### config.mk
export PLATFORM = sky130hd
export DESIGN_NAME = pwm_multigen_peripheral_flat
export DESIGN_NICKNAME = d
export VERILOG_FILES = /design/src/rtl/pwm_multigen_peripheral_if.sv /design/src/rtl/pwm_multigen_peripheral.sv /design/src/flat_wrapper.sv
export SDC_FILE = /design/constraint.sdc
export NUM_CORES = 1
export LEC_CHECK = 0
export ABC_AREA = 1
export BUFFER_PORTS_ARGS = -buffer_cell sky130_fd_sc_hd__buf_4
export CAP_MARGIN = 0
export CELL_PAD_IN_SITES_DETAIL_PLACEMENT = 1
export CELL_PAD_IN_SITES_GLOBAL_PLACEMENT = 1
export CORE_ASPECT_RATIO = 0.8
export CORE_MARGIN = 2
export CORE_UTILIZATION = 35
export CTS_CLUSTER_SIZE = 28
export DETAILED_ROUTE_END_ITERATION = 16
export GPL_TIMING_DRIVEN = 0
export PLACE_DENSITY = 0.69
export SLEW_MARGIN = 20
export SYNTH_ARGS = -nofsm -noshare
export SYNTH_HDL_FRONTEND = slang
export SYNTH_SLANG_ARGS = --single-unit
### constraint.sdc
create_clock -name clk -period 2.7 [get_ports clk]
set_input_delay 0.27 -clock clk [delete_from_list [all_inputs] [get_ports clk]]
set_output_delay 0.27 -clock clk [all_outputs]
set_load 0.03 [all_outputs]
### src/rtl/pwm_multigen_peripheral_if.sv
// Register-file side of the multi-generator PWM engine: shadowed configuration in, pins and period pulses out.
// Optional macro PWM_POLARITY_EN adds the per-pin polarity input pol.
interface pwm_multigen_peripheral_if #(
   parameter int NUM_GEN    = 2,
   parameter int CH_PER_GEN = 2,
   parameter int NUM_OUT    = 8,
   parameter int CNT_W      = 8,
   parameter int DIV_W      = 4
);
   localparam int NUM_CH = NUM_GEN * CH_PER_GEN;
   localparam int SEL_W  = (NUM_CH > 1) ? $clog2(NUM_CH) : 1;

   logic [NUM_OUT-1:0]        en_out;
   logic [NUM_OUT-1:0]        en_pwm_out;
   logic [NUM_OUT*SEL_W-1:0]  out_sel;
   logic [NUM_CH*CNT_W-1:0]   duty;
   logic [NUM_GEN*CNT_W-1:0]  top;
   logic [NUM_GEN*DIV_W-1:0]  div;
   logic [NUM_GEN-1:0]        mode;
`ifdef PWM_POLARITY_EN
   logic [NUM_OUT-1:0]        pol;
`endif
   logic [NUM_GEN-1:0]        period_start;
   logic [NUM_OUT-1:0]        out;

   modport master (
      output en_out, en_pwm_out, out_sel, duty, top, div, mode,
`ifdef PWM_POLARITY_EN
      output pol,
`endif
      input  period_start, out
   );

   modport slave (
      input  en_out, en_pwm_out, out_sel, duty, top, div, mode,
`ifdef PWM_POLARITY_EN
      input  pol,
`endif
      output period_start, out
   );
endinterface

### src/rtl/pwm_multigen_peripheral.sv
// Multi-generator PWM engine: per-generator prescaler, edge/centre counter, double-buffered settings, pin crossbar.
// Optional macro PWM_POLARITY_EN enables per-pin output inversion on PWM-driven pins.
module pwm_multigen_peripheral #(
   parameter int NUM_GEN    = 2,
   parameter int CH_PER_GEN = 2,
   parameter int NUM_OUT    = 8,
   parameter int CNT_W      = 8,
   parameter int DIV_W      = 4
) (
   input  logic clk,
   input  logic rst_n,
   pwm_multigen_peripheral_if.slave bus
);
   localparam int NUM_CH = NUM_GEN * CH_PER_GEN;
   localparam int SEL_W  = (NUM_CH > 1) ? $clog2(NUM_CH) : 1;
   localparam int PSC_W  = 1 << DIV_W;
   localparam int PAD_W  = 1 << SEL_W;

   function automatic logic cmp_duty(input logic [CNT_W-1:0] cnt, input logic [CNT_W-1:0] duty_v);
      return cnt < duty_v;
   endfunction

   logic [NUM_CH-1:0]  pwm_p0;
   logic [NUM_GEN-1:0] period_start_p1;

   for (genvar g = 0; g < NUM_GEN; g++) begin : gen_g
      logic [PSC_W-1:0] psc_p0;
      logic [CNT_W-1:0] cnt_p0;
      logic [CNT_W-1:0] top_a;
      logic [DIV_W-1:0] div_a;
      logic             mode_a;
      logic             dir_p0;
      logic             ps_p1;
      logic [CNT_W-1:0] duty_a [CH_PER_GEN];
      logic             tick;
      logic             down;
      logic             bnd;

      assign tick = (psc_p0 == ((PSC_W'(1) << div_a) - PSC_W'(1)));
      // Centre mode turns around on reaching TOP, so TOP=1 also ends its period on the way down.
      assign down = mode_a & (dir_p0 | (cnt_p0 >= top_a));
      assign bnd  = tick & ((top_a == '0) |
                            (mode_a ? (down & (cnt_p0 == CNT_W'(1))) : (cnt_p0 >= top_a)));

      // Stage p0: prescaler, counter and shadow registers
      always_ff @(posedge clk or negedge rst_n) begin
         if (!rst_n) begin
            psc_p0 <= '0;
            cnt_p0 <= '0;
            top_a  <= '0;
            div_a  <= '0;
            mode_a <= 1'b0;
            dir_p0 <= 1'b0;
            ps_p1  <= 1'b0;
            for (int c = 0; c < CH_PER_GEN; c++) duty_a[c] <= '0;
         end else begin
            ps_p1 <= bnd;
            if (bnd) begin
               psc_p0 <= '0;
               cnt_p0 <= '0;
               dir_p0 <= 1'b0;
               top_a  <= bus.top[g*CNT_W +: CNT_W];
               div_a  <= bus.div[g*DIV_W +: DIV_W];
               mode_a <= bus.mode[g];
               for (int c = 0; c < CH_PER_GEN; c++)
                  duty_a[c] <= bus.duty[(g*CH_PER_GEN+c)*CNT_W +: CNT_W];
            end else if (tick) begin
               psc_p0 <= '0;
               if (down) begin
                  cnt_p0 <= cnt_p0 - CNT_W'(1);
                  dir_p0 <= 1'b1;
               end else begin
                  cnt_p0 <= cnt_p0 + CNT_W'(1);
               end
            end else begin
               psc_p0 <= psc_p0 + PSC_W'(1);
            end
         end
      end

      assign period_start_p1[g] = ps_p1;
      for (genvar c = 0; c < CH_PER_GEN; c++) begin : gen_c
         assign pwm_p0[g*CH_PER_GEN+c] = cmp_duty(cnt_p0, duty_a[c]);
      end
   end

   // Out-of-range selects land in the zero padding.
   logic [PAD_W-1:0]   pwm_pad;
   logic [NUM_OUT-1:0] out_d;
   logic [NUM_OUT-1:0] out_p1;

   assign pwm_pad = PAD_W'(pwm_p0);

   always_comb begin
      out_d = '0;
      for (int p = 0; p < NUM_OUT; p++) begin
         if (bus.en_pwm_out[p] & bus.en_out[p])
`ifdef PWM_POLARITY_EN
            out_d[p] = pwm_pad[bus.out_sel[p*SEL_W +: SEL_W]] ^ bus.pol[p];
`else
            out_d[p] = pwm_pad[bus.out_sel[p*SEL_W +: SEL_W]];
`endif
         else
            out_d[p] = bus.en_out[p];
      end
   end

   // Stage p1: registered pin outputs
   always_ff @(posedge clk or negedge rst_n) begin
      if (!rst_n) out_p1 <= '0;
      else        out_p1 <= out_d;
   end

   assign bus.out          = out_p1;
   assign bus.period_start = period_start_p1;
endmodule
### src/flat_wrapper.sv
// flat-port wrapper written by rule: the top's interface ports become plain ports
module pwm_multigen_peripheral_flat 
#(
   parameter int NUM_GEN    = 2,
   parameter int CH_PER_GEN = 2,
   parameter int NUM_OUT    = 8,
   parameter int CNT_W      = 8,
   parameter int DIV_W      = 4
)
  (clk, rst_n, bus_en_out, bus_en_pwm_out, bus_out_sel, bus_duty, bus_top, bus_div, bus_mode, bus_period_start, bus_out);
  pwm_multigen_peripheral_if #(.NUM_GEN(NUM_GEN), .CH_PER_GEN(CH_PER_GEN), .NUM_OUT(NUM_OUT), .CNT_W(CNT_W), .DIV_W(DIV_W)) bus_i ();
  input  logic clk;
  input  logic rst_n;
  input wire logic [$bits(bus_i.en_out)-1:0] bus_en_out;
  input wire logic [$bits(bus_i.en_pwm_out)-1:0] bus_en_pwm_out;
  input wire logic [$bits(bus_i.out_sel)-1:0] bus_out_sel;
  input wire logic [$bits(bus_i.duty)-1:0] bus_duty;
  input wire logic [$bits(bus_i.top)-1:0] bus_top;
  input wire logic [$bits(bus_i.div)-1:0] bus_div;
  input wire logic [$bits(bus_i.mode)-1:0] bus_mode;
  output wire logic [$bits(bus_i.period_start)-1:0] bus_period_start;
  output wire logic [$bits(bus_i.out)-1:0] bus_out;
  assign bus_i.en_out = bus_en_out;
  assign bus_i.en_pwm_out = bus_en_pwm_out;
  assign bus_i.out_sel = bus_out_sel;
  assign bus_i.duty = bus_duty;
  assign bus_i.top = bus_top;
  assign bus_i.div = bus_div;
  assign bus_i.mode = bus_mode;
  assign bus_period_start = bus_i.period_start;
  assign bus_out = bus_i.out;
  pwm_multigen_peripheral #(.NUM_GEN(NUM_GEN), .CH_PER_GEN(CH_PER_GEN), .NUM_OUT(NUM_OUT), .CNT_W(CNT_W), .DIV_W(DIV_W)) u_core (.clk(clk), .rst_n(rst_n), .bus(bus_i));
endmodule
# Word-level counts from Yosys, hierarchy flattened
# Index checks and enable logic that the tools add are counted.
# word_totals
out_inout_bits	10
reg_bits	118
in_bits	92
word_cells	115
# op_classes
eq_ne	4
n_mux	42
shift	2
n_reduce_logical	8
n_lt_le_gt_ge	14
n_bitwise	18
add_sub_neg	8
# op_table
cell	n
$mux 16	4
$mux 8	6
$add 16x1->16 const B	2
$eq 16x16->1	2
$lt 8x8->1	4
$shl 1x4->16 const A	2
$sub 16x1->16 const B	2
$lt 2x3->1 const B	8
$mux 1	24
$add 8x1->8 const B	2
$bmux 1 s2	8
$eq 8x1->1 const B	2
$ge 8x8->1	2
$logic_not 8->1	2
$sub 8x1->8 const B	2
$and 1x1->1	14
$reduce_bool 2->1	4
$or 1x1->1	4
$reduce_and 2->1	2

# Logic depth before layout (Yosys ltp)
# Gate-level depths: netlist of the first run.
# logic_depth
depth_word	9
mapped_depth	19
mapped_depth_nobuf	17

# Least setup slack after synthesis of the first run
# Ideal clock, no wire load.
# synth_timing
kind	register -> register
start	reg u_core.gen_g[1].div_a[3]
end	reg u_core.gen_g[1].mode_a
setup_time_ps	117
slack_ps	307
n_path_buf	2
period_less_slack_ps	2393
arrival_time_ps	2276
stages_incl_launch_ff	17
required_ps	2583
path_cell_list	dfrtp_1 -> buf_6 -> nor2_2 -> nand2_2 -> ha_1 -> xor2_1 -> nand2_1 -> or2_1 -> nor2_1 -> nand2_1 -> nor2_1 -> nand2_1 -> nor2_4 -> nand2_2 -> buf_6 -> nand2_1 -> nand2_1
# synth_via
elab_chain_len	4
# synth_lines
element	line_no	rtl
start, declared	pwm_multigen_peripheral.sv:30	logic [DIV_W-1:0] div_a;
start signal, assigned	pwm_multigen_peripheral.sv:63	div_a <= bus.div[g*DIV_W +: DIV_W];
$shl 1x4->16	pwm_multigen_peripheral.sv:39	assign tick = (psc_p0 == ((PSC_W'(1) << div_a) - PSC_W'(1)));
$sub 16x1->16	pwm_multigen_peripheral.sv:39	
$eq 16x16->1	pwm_multigen_peripheral.sv:39	
$and 1x1->1	pwm_multigen_peripheral.sv:42	assign bnd = tick & ((top_a == '0) |
end signal, assigned	pwm_multigen_peripheral.sv:64	mode_a <= bus.mode[g];
end, declared	pwm_multigen_peripheral.sv:31	logic mode_a;
# Every way passes these cells.
# A chain may end at the register's enable or synchronous reset.

# Worst setup path in the final report of the first run
# layout_timing
start	reg u_core.gen_g[1].div_a[1]
end	reg u_core.gen_g[1].duty_a[9] (netlist name)
# layout_via
elab_chain_len	4
# layout_lines
element	line_no	rtl
$shl 1x4->16	pwm_multigen_peripheral.sv:39	
$sub 16x1->16	pwm_multigen_peripheral.sv:39	
$eq 16x16->1	pwm_multigen_peripheral.sv:39	
$and 1x1->1	pwm_multigen_peripheral.sv:42	
end signal, assigned by index	pwm_multigen_peripheral.sv:66	duty_a[c] <= bus.duty[(g*CH_PER_GEN+c)*CNT_W +: CNT_W];
end, declared	pwm_multigen_peripheral.sv:34	logic [CNT_W-1:0] duty_a [CH_PER_GEN];
# Every way passes these cells.

==> results of run 1 <==
==> timing repair <==
| item | 4_1_cts | 5_1_grt |
|---|---|---|
| resized for setup | 26 | 95 |
| hold endpoints to repair | 49 | 0 |
| endpoints found under the setup margin | 93 | 99 |
| pin swaps | 4 | 21 |
| hold buffers | 1 | 0 |
| cloned | 3 | 3 |
| setup buffers | 4 | 23 |
==> cells by family (layout without fill, tap and decap cells) <==
kind of cell / Yosys count / count (layout)
AO/OA/AOI/OAI: 67 / 67
XOR/XNOR: 55 / 55
adder cells (fa/ha/maj): 54 / 54
buffers and inverters: 195 / 363
flip-flops: 118 / 118
AND/OR/NAND/NOR: 703 / 703
==> layout make-up <==
| type | instances | area [um^2] | share of cell area [%] |
|---|---|---|---|
| clock inverters | 8 | 145 | 1.35 |
| flip-flops and latches | 118 | 2960 | 27.4 |
| clock buffers | 24 | 482 | 4.47 |
| plain buffers | 31 | 246 | 2.29 |
| well taps | 312 | 390 | 3.62 |
| repair buffers | 136 | 1130 | 10.5 |
| multi-input cells | 879 | 4800 | 44.5 |
| inverters | 164 | 631 | 5.85 |
==> sequential cells by signal, indices dropped and copies added, names as in the netlist <==
signal               cells
u_core.bus.out           8
u_core.gen_g.cnt_p0     16
u_core.gen_g.dir_p0      2
u_core.gen_g.div_a       8
u_core.gen_g.duty_a     32
u_core.gen_g.mode_a      2
u_core.gen_g.ps_p1       2
u_core.gen_g.psc_p0     32
u_core.gen_g.top_a      16
==> layer usage <==
layer / global-route usage, % / part of all wire [%]
met3: 5.12 / 4.6
met4: 5.48 / 1.2
met5: 0 / 0
met2: 31.7 / 45
met1: 28.4 / 49
==> worst max-delay path, delay by kind of cell, from the launching register on <==
kind / cells / cell delay (ns)
and+or+nand+nor: 12 / 1.36
buffers and inverters: 1 / 0.21
xor gates and xnor gates: 1 / 0.20
DFF: 1 / 0.48
adders and majority gates: 1 / 0.28
==> worst paths after layout <==
check | start | endpoint | slack, ns | depth (start not counted)
setup / recovery | u_core.gen_g[1].div_a[1] | u_core.gen_g[1].duty_a[9] | 0.05 | 15
hold / removal | bus_duty[4] | u_core.gen_g[0].duty_a[12] | 0.04 | 3
setup reg to reg | u_core.gen_g[1].div_a[1] | u_core.gen_g[1].duty_a[9] | 0.05 | 15
hold reg to reg | u_core.gen_g[0].top_a[1] | u_core.gen_g[0].top_a[1] | 0.48 | 2
max in group asynchronous | rst_n | u_core.gen_g[1].div_a[2] | 1.64 | 3
min in group asynchronous | rst_n | u_core.gen_g[0].duty_a[9] | 0.34 | 2
==> per-stage QoR <==
step | total power, mW | std cells
6_report | 4.48 | 1672
5_1_grt | 4.64 | 1672
4_1_cts | 4.54 | 1646
3_5_place_dp | 2.04 | 1606
3_3_place_gp | 2.03 | 1605
2_1_floorplan | 1.86 | 1192
==> placed cells by master (no fill, tap or decap), drive strengths merged <==
cell type | netlist | final
xnor2 | 10 | 10
buf | 21 | 153
a21o | 1 | 1
o21ai | 18 | 18
dfrtp | 118 | 118
nor3b | 8 | 8
xnor3 | 1 | 1
nand3 | 102 | 102
clkbuf | 10 | 37
o211ai | 2 | 2
nand3b | 3 | 3
nor4 | 2 | 2
dlygate4sd3 | 0 | 1
or2 | 4 | 4
nor2 | 104 | 104
o21a | 7 | 7
ha | 54 | 54
clkinvlp | 0 | 2
nand4 | 26 | 26
clkinv | 1 | 3
and3 | 1 | 1
bufinv | 0 | 4
a21oi | 39 | 39
nor3 | 13 | 13
xor2 | 44 | 44
inv | 163 | 163
nand2 | 440 | 440
==> power groups by stage <==
stage / combinational, mW / clock, mW / sequential [mW]
after CTS: 0.229 / 2.53 / 1.78
after detailed placement: 0.227 / 0 / 1.81
after global routing: 0.250 / 2.61 / 1.78
final: 0.224 / 2.47 / 1.78
after floorplan: 0.0294 / 0 / 1.83
after global placement: 0.217 / 0 / 1.81
==> metrics.csv, run 1 <==
stage,metric,value,unit
clocking,cts-root-buf,clkbuf_16,
yosys,synthAdderAreaFrac,8.17,%
floorplanning,start_util,35.5,%
hold_path,hp-class,in -> reg,
yosys,synth_compound_area_share,4.36,%
worst_setup_path,crit_path_cell_trace,nor2_4 -> nand2_4 -> ha_4 -> xor2_2 -> nand2_1 -> or2_1 -> nor2_2 -> nand2_1 -> nor2_1 -> nand2_1 -> nor2_4 -> nand2_4 -> clkbuf_16 -> nand2_4 -> nand2_1,
floorplanning,rows,50,
place,gp_congestion,0.808,
yosys,yosysMostFrequentCell,nand2_1,
yosys,synth_simple_gate_area_share,35.7,%
status,status,finished clean,
worst_setup_path,cpPeakStageDelay,0.48,ns
yosys,ys_types,33,
power,switchingPower,0.968,mW
yosys,ys_ff_latch,118,
finish,post-route-cell-area,10800,um^2
route,first_pass_iters,4,
route,avgRoutedWirePerCell,14.9,um
yosys,yosys_warnings,0,
power,intPower,3.51,mW
clocking,path_clk_slew,0.06,ns
yosys,synth_xor_area_share,6.08,%
yosys,synthMuxAreaShare,0,%
sta,finalHoldViolCount,0,
yosys,syn_area,8270,um^2
worst_setup_path,critical_path.endpoint_type,flip-flop,
finish,layout-drive-gt1-share,20.2,%
global_routing,grt_max_degree,70,
clocking,clk_latency,0.42,ns
power,clkPwrFrac,55.2,%
yosys,ys.flop_type,dfrtp_1,
clocking,tritoncts,done,
worst_setup_path,cp_max_fo,7,
global_routing,antenna_found_initial,0,
sta,period_needed,2.65,ns
worst_setup_path,arrival,2.96,ns
worst_setup_path,critPathLaunchType,flip-flop,
place,placed_area,9450,um^2
global_routing,grt_overflow,0,
worst_setup_path,criticalPathCategory,reg -> reg,
floorplanning,pin_count,102,
place,port_buffers,101,
finish,diodes,0,
clocking,clockBufferDepth,2,
route,wl,24.9,mm
flow_run,drv_cap,0,
floorplanning,coreArea,23300,um^2
yosys,syn-instance-count,1192,
power,irDropWorstVdd,0.000426,V
yosys,synthTopCellsByCount,"435 x nand2_1, 157 x inv_1, 118 x dfrtp_1",
yosys,avgSynthCellArea,6.94,um^2
clocking,cts.sinks,118,
route,postRouteAntennaNets,0,
route,drc,0,
power,seqPwrFrac,39.8,%
sta,slew_viol_final,0,
worst_setup_path,required,3.01,ns
finish,fin_util,46.3,%
route,drtIter0Drc,298,
sta,rsz0062_at_grt,yes,
global_routing,first_global_vias,7993,
yosys,synth_top_family_by_area,simple AND/OR/NAND/NOR gates,
worst_setup_path,path_common_cell,nand2_1,
yosys,synth_edf_count,0,
place,pre_cts_slack,-0.212,ns
sta,final-setup-viol-count,0,
sta,worst_slack,0.0460,ns
power,p_comb_share,5.0,%
sta,tns,0,ns
sta,hold-worst-slack,0.0389,ns
yosys,yosysTopAreaCellShare,35.7,%
yosys,yosysSeqAreaShare,35.7,%
sta,finClkSkew,0.0103,ns
route,vias,7914,
clocking,numCtsBuffers,17,
yosys,synth_area_leaders,"dfrtp_1 36%, nand2_1 20%, ha_1 8.2%",
power,p_per_area,415,nW/um^2
worst_setup_path,cpMaxStageDelayCell,dfrtp_1,
yosys,ys_async_sr_fraction,100,%
floorplanning,fp.dieW,176,um
floorplanning,die_h,141,um
power,power.leakage,6.20,nW
finish,nets,1493,
yosys,syn-num-nets,1338,
power,switching_share,21.6,%
route,via_per_inst,4.73,
global_routing,grt_pass1_wl,40.6,mm
global_routing,grtUsageTotal,20.4,%
clocking,h-tree-depth,4,
sta,max_freq,377,MHz
floorplanning,die_area,24900,um^2
place,hpwl,18.0,mm
finish,fill_cells,2984,
sta,slew_headroom,53.0,%
finish,area_delta_synth_final,30.4,%
sta,worstMarginPinSlew,0.700,ns
sta,period_share,98.3,%
yosys,yosysTopAreaCell,dfrtp_1,
Power figures use the tool's default switching activity.
==> inputs of run 2 (changes only) <==
--- a/config.mk
+++ b/config.mk
@@ -16,7 +16,7 @@
 export CTS_CLUSTER_SIZE = 28
 export DETAILED_ROUTE_END_ITERATION = 16
 export GPL_TIMING_DRIVEN = 0
-export PLACE_DENSITY = 0.69
+export PLACE_DENSITY_LB_ADDON = 0.08
 export SLEW_MARGIN = 20
 export SYNTH_ARGS = -nofsm -noshare
 export SYNTH_HDL_FRONTEND = slang
==> run 2 against run 1 <==
Effect of this change:
- via count decreased by 0.64%
- total power fell by 5.2%
- die area did not move
- sequential power about the same
- fmax grew 2.4%
==> metrics.csv, run 2 (synthesis gave the netlist of run 1 again) <==
stage,metric,value,unit,change
worst_setup_path,crit_path_cell_trace,buf_6 -> nor2_4 -> nand3_2 -> ha_4 -> xor2_4 -> nand2_1 -> or2_1 -> nor2_2 -> nand2_1 -> nor2_1 -> nand2_1 -> nor2_4 -> nand2_4 -> buf_6 -> nand2_1 -> nand2_1,,
sta,slew_headroom,52.3,%,-0.72 points
global_routing,grtUsageTotal,20.7,%,+0.22 points
global_routing,met3_usage,5.81,%,+0.70 points
flow_run,drv_cap,0,,unchanged
worst_setup_path,r2r_start,u_core.gen_g[1].div_a[3],,
clocking,tritoncts,done,,
sta,period_share,96.0,%,-2.3 points
clocking,clk_latency,0.44,ns,+0.02 ns
worst_setup_path,cp_num_buf_inv,2,,+1
power,power,4.25,mW,-5.2%
route,avgRoutedWirePerCell,14.7,um,-1.0%
status,status,finished clean,,
power,power.leakage,6.09,nW,-1.8%
global_routing,busiest_layer,met2,,
worst_setup_path,cp-startpoint,u_core.gen_g[1].div_a[3],,
worst_setup_path,worstRegToRegCells,16,,+1
place,port_buffers,101,,unchanged
worst_setup_path,r2r-end,u_core.gen_g[1].duty_a[14],,
clocking,cts.sinks,118,,unchanged
power,p_per_area,407,nW/um^2,-2.0%
global_routing,antenna_found_initial,0,,unchanged
sta,max_freq,386,MHz,+2.4%
floorplanning,coreArea,23300,um^2,unchanged
floorplanning,die_area,24900,um^2,unchanged
finish,final_common_cell,nand2_1,,
clocking,path_clk_slew,0.06,ns,about the same
worst_setup_path,cpMaxStageDelayCell,dfrtp_1,,
hold_path,min_from,bus_top[3],,
floorplanning,pin_count,102,,unchanged
finish,layout-drive-gt1-share,17.0,%,-3.2 points
route,first_pass_iters,4,,unchanged
sta,final-setup-viol-count,0,,unchanged
route,via_per_inst,4.72,,-0.35%
sta,finClkSkew,0.0110,ns,+0.000728 ns
place,hpwl,18.2,mm,+1.2%
finish,nets,1488,,-0.33%
finish,diodes,0,,unchanged
global_routing,use_met1,28.6,%,+0.22 points
worst_setup_path,reg2reg_slack,0.11,ns,+0.06 ns
route,drtIter0Drc,311,,+4.4%
worst_setup_path,endpoint,u_core.gen_g[1].duty_a[14],,
worst_setup_path,crit_family,simple AND/OR/NAND/NOR gates,,
worst_setup_path,arrival,2.91,ns,-0.05 ns
clocking,cts-root-buf,clkbuf_16,,
worst_setup_path,required,3.02,ns,about the same
place,pre_cts_slack,-0.185,ns,+0.0266 ns
clocking,clockBufferDepth,2,,unchanged
worst_setup_path,path_common_cell,nand2_1,,
global_routing,grtUsageMet2,31.9,%,+0.19 points
worst_setup_path,critPathLaunchType,flip-flop,,
finish,layout_common_cells,"432 x nand2_1, 155 x inv_1, 129 x buf_4",,
worst_setup_path,cp_max_fo,10,,+3
route,wl,24.6,mm,-1.3%
finish,area_delta_synth_final,26.2,%,
sta,tns,0,ns,unchanged
sta,period_needed,2.59,ns,-0.0625 ns
sta,worstMarginPinSlew,0.711,ns,+0.0108 ns
clocking,h-tree-depth,4,,unchanged
sta,slew_viol_final,0,,unchanged
floorplanning,fp.dieW,176,um,unchanged
sta,rsz0062_at_grt,yes,,
floorplanning,start_util,35.5,%,unchanged
route,drc,0,,unchanged
hold_path,hp-class,in -> reg,,
place,gp_congestion,0.825,,+2.1%
worst_setup_path,cpPeakStageDelay,0.37,ns,-0.11 ns
route,vias,7863,,-0.64%
floorplanning,rows,50,,unchanged
sta,worst_slack,0.109,ns,+0.0625 ns
worst_setup_path,critical_path.endpoint_type,flip-flop,,
global_routing,grt_pass1_wl,40.8,mm,+0.43%
sta,finalHoldViolCount,0,,unchanged
finish,reg.largest.list,"u_core.gen_g.duty_a x32, u_core.gen_g.psc_p0 x32",,
power,irDropWorstVdd,0.000442,V,+3.7%
global_routing,grt_overflow,0,,unchanged
floorplanning,die_h,141,um,unchanged
global_routing,grt_max_degree,65,,-7.1%
route,postRouteAntennaNets,0,,unchanged
worst_setup_path,criticalPathCategory,reg -> reg,,
worst_setup_path,path_depth,16,,+1
global_routing,first_global_vias,8105,,+1.4%
clocking,numCtsBuffers,17,,unchanged
## run 2: changes by cell type in the layout (fill, tap and decap cells not counted), sizes merged
cell,before,now
clkinvlp,2,3
clkbuf,37,29
buf,153,151
bufinv,4,2
clkinv,3,9
## run 2: power breakdown
group,internal [mW],switching [mW]
sequential,1.78,0.00292
clock,1.35,0.895
combinational,0.115,0.105
## run 2: layer usage
layer  up-vias  wire length, um
li1       4028                -
met1      3700            12400
met2       112            10700
met3        23             1180
met4         0              234
met5         -                0
## run 2: worst register-to-register path, stage by stage (launching register included)
cell and delay, ns:
dfrtp_1 0.37, buf_6 0.12, nor2_4 0.16, nand3_2 0.12
ha_4 0.31, xor2_4 0.18, nand2_1 0.06, or2_1 0.21
nor2_2 0.10, nand2_1 0.06, nor2_1 0.09, nand2_1 0.10
nor2_4 0.20, nand2_4 0.10, buf_6 0.16, nand2_1 0.07
nand2_1 0.05
## run 2: what timing repair did
item / CTS / global route
gates cloned: 3 / 0
pin swaps: 6 / 9
setup endpoints to repair: 94 / 96
hold buffers: 1 / 0
setup buffers: 4 / 21
hold endpoints to repair: 54 / 0
gates resized for setup: 27 / 25
## run 2: cell type report
| class | instances | area (um^2) |
|---|---|---|
| fillers | 3007 | 12800 |
| multi-input cells | 879 | 4640 |
| flip-flops and latches | 118 | 2960 |
| repair buffers | 131 | 1030 |
| inverters | 164 | 623 |
| clock buffers | 19 | 433 |
| well taps | 312 | 390 |
| plain buffers | 31 | 231 |
| clock inverters | 13 | 134 |
## run 2: worst min-delay path by stage
stage / to / cells after the start
2_1_floorplan: u_core.bus.out[0] / 0
3_3_place_gp: u_core.gen_g[1].duty_a[1] / 2
3_5_place_dp: u_core.gen_g[0].duty_a[11] / 1
4_1_cts: u_core.gen_g[0].top_a[7] / 3
5_1_grt: u_core.gen_g[0].duty_a[7] / 3
6_report: u_core.gen_g[0].top_a[3] / 3
## run 2: through the flow
stage          instances  area, um^2  utilization, %  hold slack (ns)
5_1_grt             1667       10400            44.9           0.0134
2_1_floorplan       1192        8270               -          -0.0256
3_3_place_gp        1605        9420            40.5            0.457
4_1_cts             1646       10200            43.7          0.00943
3_5_place_dp        1606        9450            40.6            0.228
6_report            1667       10400            44.9           0.0287
==> inputs of run 3 (changes only) <==
--- a/config.mk
+++ b/config.mk
@@ -16,6 +16,7 @@
 export CTS_CLUSTER_SIZE = 28
 export DETAILED_ROUTE_END_ITERATION = 16
 export GPL_TIMING_DRIVEN = 0
+export MAX_ROUTING_LAYER = met4
 export PLACE_DENSITY_LB_ADDON = 0.08
 export SLEW_MARGIN = 20
 export SYNTH_ARGS = -nofsm -noshare
==> constraint.sdc (replaced) <==
create_clock -name clk -period 2.7 [get_ports clk]
set_input_delay 0.54 -clock clk [delete_from_list [all_inputs] [get_ports clk]]
set_output_delay 0.54 -clock clk [all_outputs]
set_load 0.03 [all_outputs]
==> run 3 against run 2 <==
Effect of this change:
- clock-buffer cell count is the same
- first-iteration DRC count shrank 1.3%
- sequential power is essentially flat
- routed wire length grew 0.77%
- hold slack lost 0.013 ns
- core utilization grew 0.65 points
- register-to-register slack is essentially flat
- design area grew 1.4%
- largest power group unchanged
==> metrics.csv, run 3 (synthesis gave the netlist of run 1 again) <==
stage,metric,value,unit,change
clocking,cts-root-buf,clkbuf_16,,
worst_setup_path,required,3.02,ns,about the same
finish,nets,1489,,+0.067%
global_routing,grt_pass1_wl,40.7,mm,-0.13%
route,drtIter0Drc,307,,-1.3%
global_routing,grt_max_degree,65,,unchanged
finish,area_delta_synth_final,28.1,%,
worst_setup_path,crit_family,simple AND/OR/NAND/NOR gates,,
floorplanning,die_h,141,um,unchanged
power,switchingPower,0.999,mW,-0.36%
clocking,clockBufferDepth,2,,unchanged
hold_path,hp-class,in -> async,,
route,via_per_inst,4.73,,+0.26%
power,power,4.24,mW,-0.10%
worst_setup_path,critical_path.endpoint_type,flip-flop,,
place,gp_congestion,0.838,,+1.5%
route,postRouteAntennaNets,0,,unchanged
flow_run,drv_cap,0,,unchanged
route,vias,7888,,+0.32%
worst_setup_path,arrival,2.92,ns,about the same
sta,finClkSkew,0.0110,ns,-0.00000920 ns
worst_setup_path,cpMaxStageDelayCell,dfrtp_1,,
global_routing,antenna_found_initial,0,,unchanged
sta,worstMarginPinSlew,0.692,ns,-0.0186 ns
clocking,h-tree-depth,4,,unchanged
clocking,numCtsBuffers,17,,unchanged
power,clkPwrFrac,52.8,%,about the same
floorplanning,die_area,24900,um^2,unchanged
global_routing,grtUsageTotal,21.2,%,+0.59 points
worst_setup_path,crit_path_cell_trace,nor2_4 -> nand2_4 -> ha_4 -> xor2_4 -> nand2_1 -> or2_1 -> nor2_2 -> nand2_1 -> nor2_1 -> nand2_1 -> nor2_4 -> nand2_4 -> buf_8 -> nand2_1 -> nand2_1,,
worst_setup_path,cp_num_buf_inv,1,,-1
power,switching_share,23.6,%,-0.059 points
route,drc,0,,unchanged
sta,final-setup-viol-count,0,,unchanged
route,wl,24.8,mm,+0.77%
floorplanning,pin_count,102,,unchanged
place,hpwl,18.2,mm,unchanged
worst_setup_path,cpPeakStageDelay,0.47,ns,+0.10 ns
floorplanning,start_util,35.5,%,unchanged
worst_setup_path,cp_max_fo,10,,unchanged
power,intPower,3.24,mW,about the same
sta,max_freq,384,MHz,-0.45%
sta,rsz0062_at_grt,yes,,
clocking,hold_buffers,0,,-1
clocking,cts.sinks,118,,unchanged
sta,slew_headroom,53.6,%,+1.2 points
global_routing,first_global_vias,8109,,+0.049%
global_routing,grt_overflow,0,,unchanged
worst_setup_path,path_common_cell,nand2_1,,
route,avgRoutedWirePerCell,14.8,um,+0.70%
finish,layout-drive-gt1-share,18.7,%,+1.6 points
finish,fin_util,45.5,%,+0.65 points
worst_setup_path,critPathLaunchType,flip-flop,,
finish,reg.largest.list,"u_core.gen_g.duty_a x32, u_core.gen_g.psc_p0 x32",,
route,first_pass_iters,4,,unchanged
floorplanning,rows,50,,unchanged
sta,tns,0,ns,unchanged
sta,slew_viol_final,0,,unchanged
floorplanning,coreArea,23300,um^2,unchanged
finish,diodes,0,,unchanged
clocking,tritoncts,done,,
clocking,path_clk_slew,0.06,ns,about the same
power,seqPwrFrac,42.0,%,about the same
finish,final_common_cell,nand2_1,,
sta,finalHoldViolCount,0,,unchanged
worst_setup_path,criticalPathCategory,reg -> reg,,
sta,period_needed,2.60,ns,+0.0116 ns
place,port_buffers,101,,unchanged
power,power.leakage,6.12,nW,+0.46%
floorplanning,fp.dieW,176,um,unchanged
power,irDropWorstVdd,0.000442,V,-0.11%
finish,post-route-cell-area,10600,um^2,+1.4%
status,status,finished clean,,
place,placed_area,9450,um^2,unchanged
power,p_comb_share,5.2,%,about the same
finish,layout_common_cells,"415 x nand2_1, 155 x inv_1, 127 x buf_4",,
power,p_per_area,401,nW/um^2,-1.5%
finish,fill_cells,2996,,-0.37%
clocking,clk_latency,0.44,ns,about the same
sta,period_share,96.4,%,+0.43 points
## run 3: final timing paths
check / startpoint / end / slack, ns / cells after the start
worst max-delay path: u_core.gen_g[1].div_a[0] / u_core.gen_g[1].duty_a[14] / 0.1 / 15
worst min-delay path: rst_n / u_core.gen_g[0].duty_a[11] / 0.02 / 1
worst max register to register: u_core.gen_g[1].div_a[0] / u_core.gen_g[1].duty_a[14] / 0.1 / 15
worst min register to register: u_core.gen_g[1].duty_a[10] / u_core.gen_g[1].duty_a[10] / 0.47 / 2
max in group asynchronous: rst_n / u_core.gen_g[1].div_a[2] / 1.98 / 2
min in group clk: bus_top[3] / u_core.gen_g[0].top_a[3] / 0.30 / 3
## run 3: through the flow
step / hold WS [ns] / setup slack (ns) / std cells
floorplan: 0.244 / 0.307 / 1192
global placement: 0.457 / -0.129 / 1605
detailed placement: 0.461 / -0.185 / 1606
CTS: 0.0294 / -0.00557 / 1645
global route: 0.0323 / -0.0922 / 1668
finish: 0.0155 / 0.0969 / 1668
## run 3: layer usage
layer	share of wire [%]	GRT usage, %	up-vias	routed length, um
met5	0	-	-	0
met4	1.0	5.26	0	251
met3	3.9	4.82	21	954
met2	44	31.9	105	10900
met1	51	29.0	3729	12700
li1	-	-	4033	-
## run 3: power groups by stage
stage | Sequential (mW) | Combinational [mW] | Clock [mW]
2_1_floorplan | 1.83 | 0.0294 | 0
3_3_place_gp | 1.81 | 0.215 | 0
3_5_place_dp | 1.81 | 0.225 | 0
4_1_cts | 1.78 | 0.225 | 2.30
5_1_grt | 1.78 | 0.245 | 2.37
6_report | 1.78 | 0.219 | 2.24
## run 3: what timing repair did
item / CTS / global route
pin swaps: 6 / 11
setup buffers: 4 / 22
cloned: 3 / 1
setup endpoints to repair: 94 / 96
resized for setup: 27 / 58
## run 3: worst reg2reg max path: cells and delay by family (launching register included)
| kind | cells | cell delay (ns) |
|---|---|---|
| buffers and inverters | 1 | 0.17 |
| flip-flops | 1 | 0.47 |
| XOR/XNOR | 1 | 0.18 |
| adder cells (fa/ha/maj) | 1 | 0.30 |
| AND/OR/NAND/NOR | 12 | 1.37 |
## run 3: final cells by class
type / instances / area (um^2) / area share [%]
Buffer: 31 / 259 / 2.45
Multi-Input combinational cell: 879 / 4730 / 44.6
Timing Repair Buffer: 132 / 1070 / 10.1
Clock buffer: 19 / 433 / 4.09
Tap cell: 312 / 390 / 3.69
Sequential cell: 118 / 2960 / 27.9
Inverter: 164 / 623 / 5.88
Clock inverter: 13 / 134 / 1.26
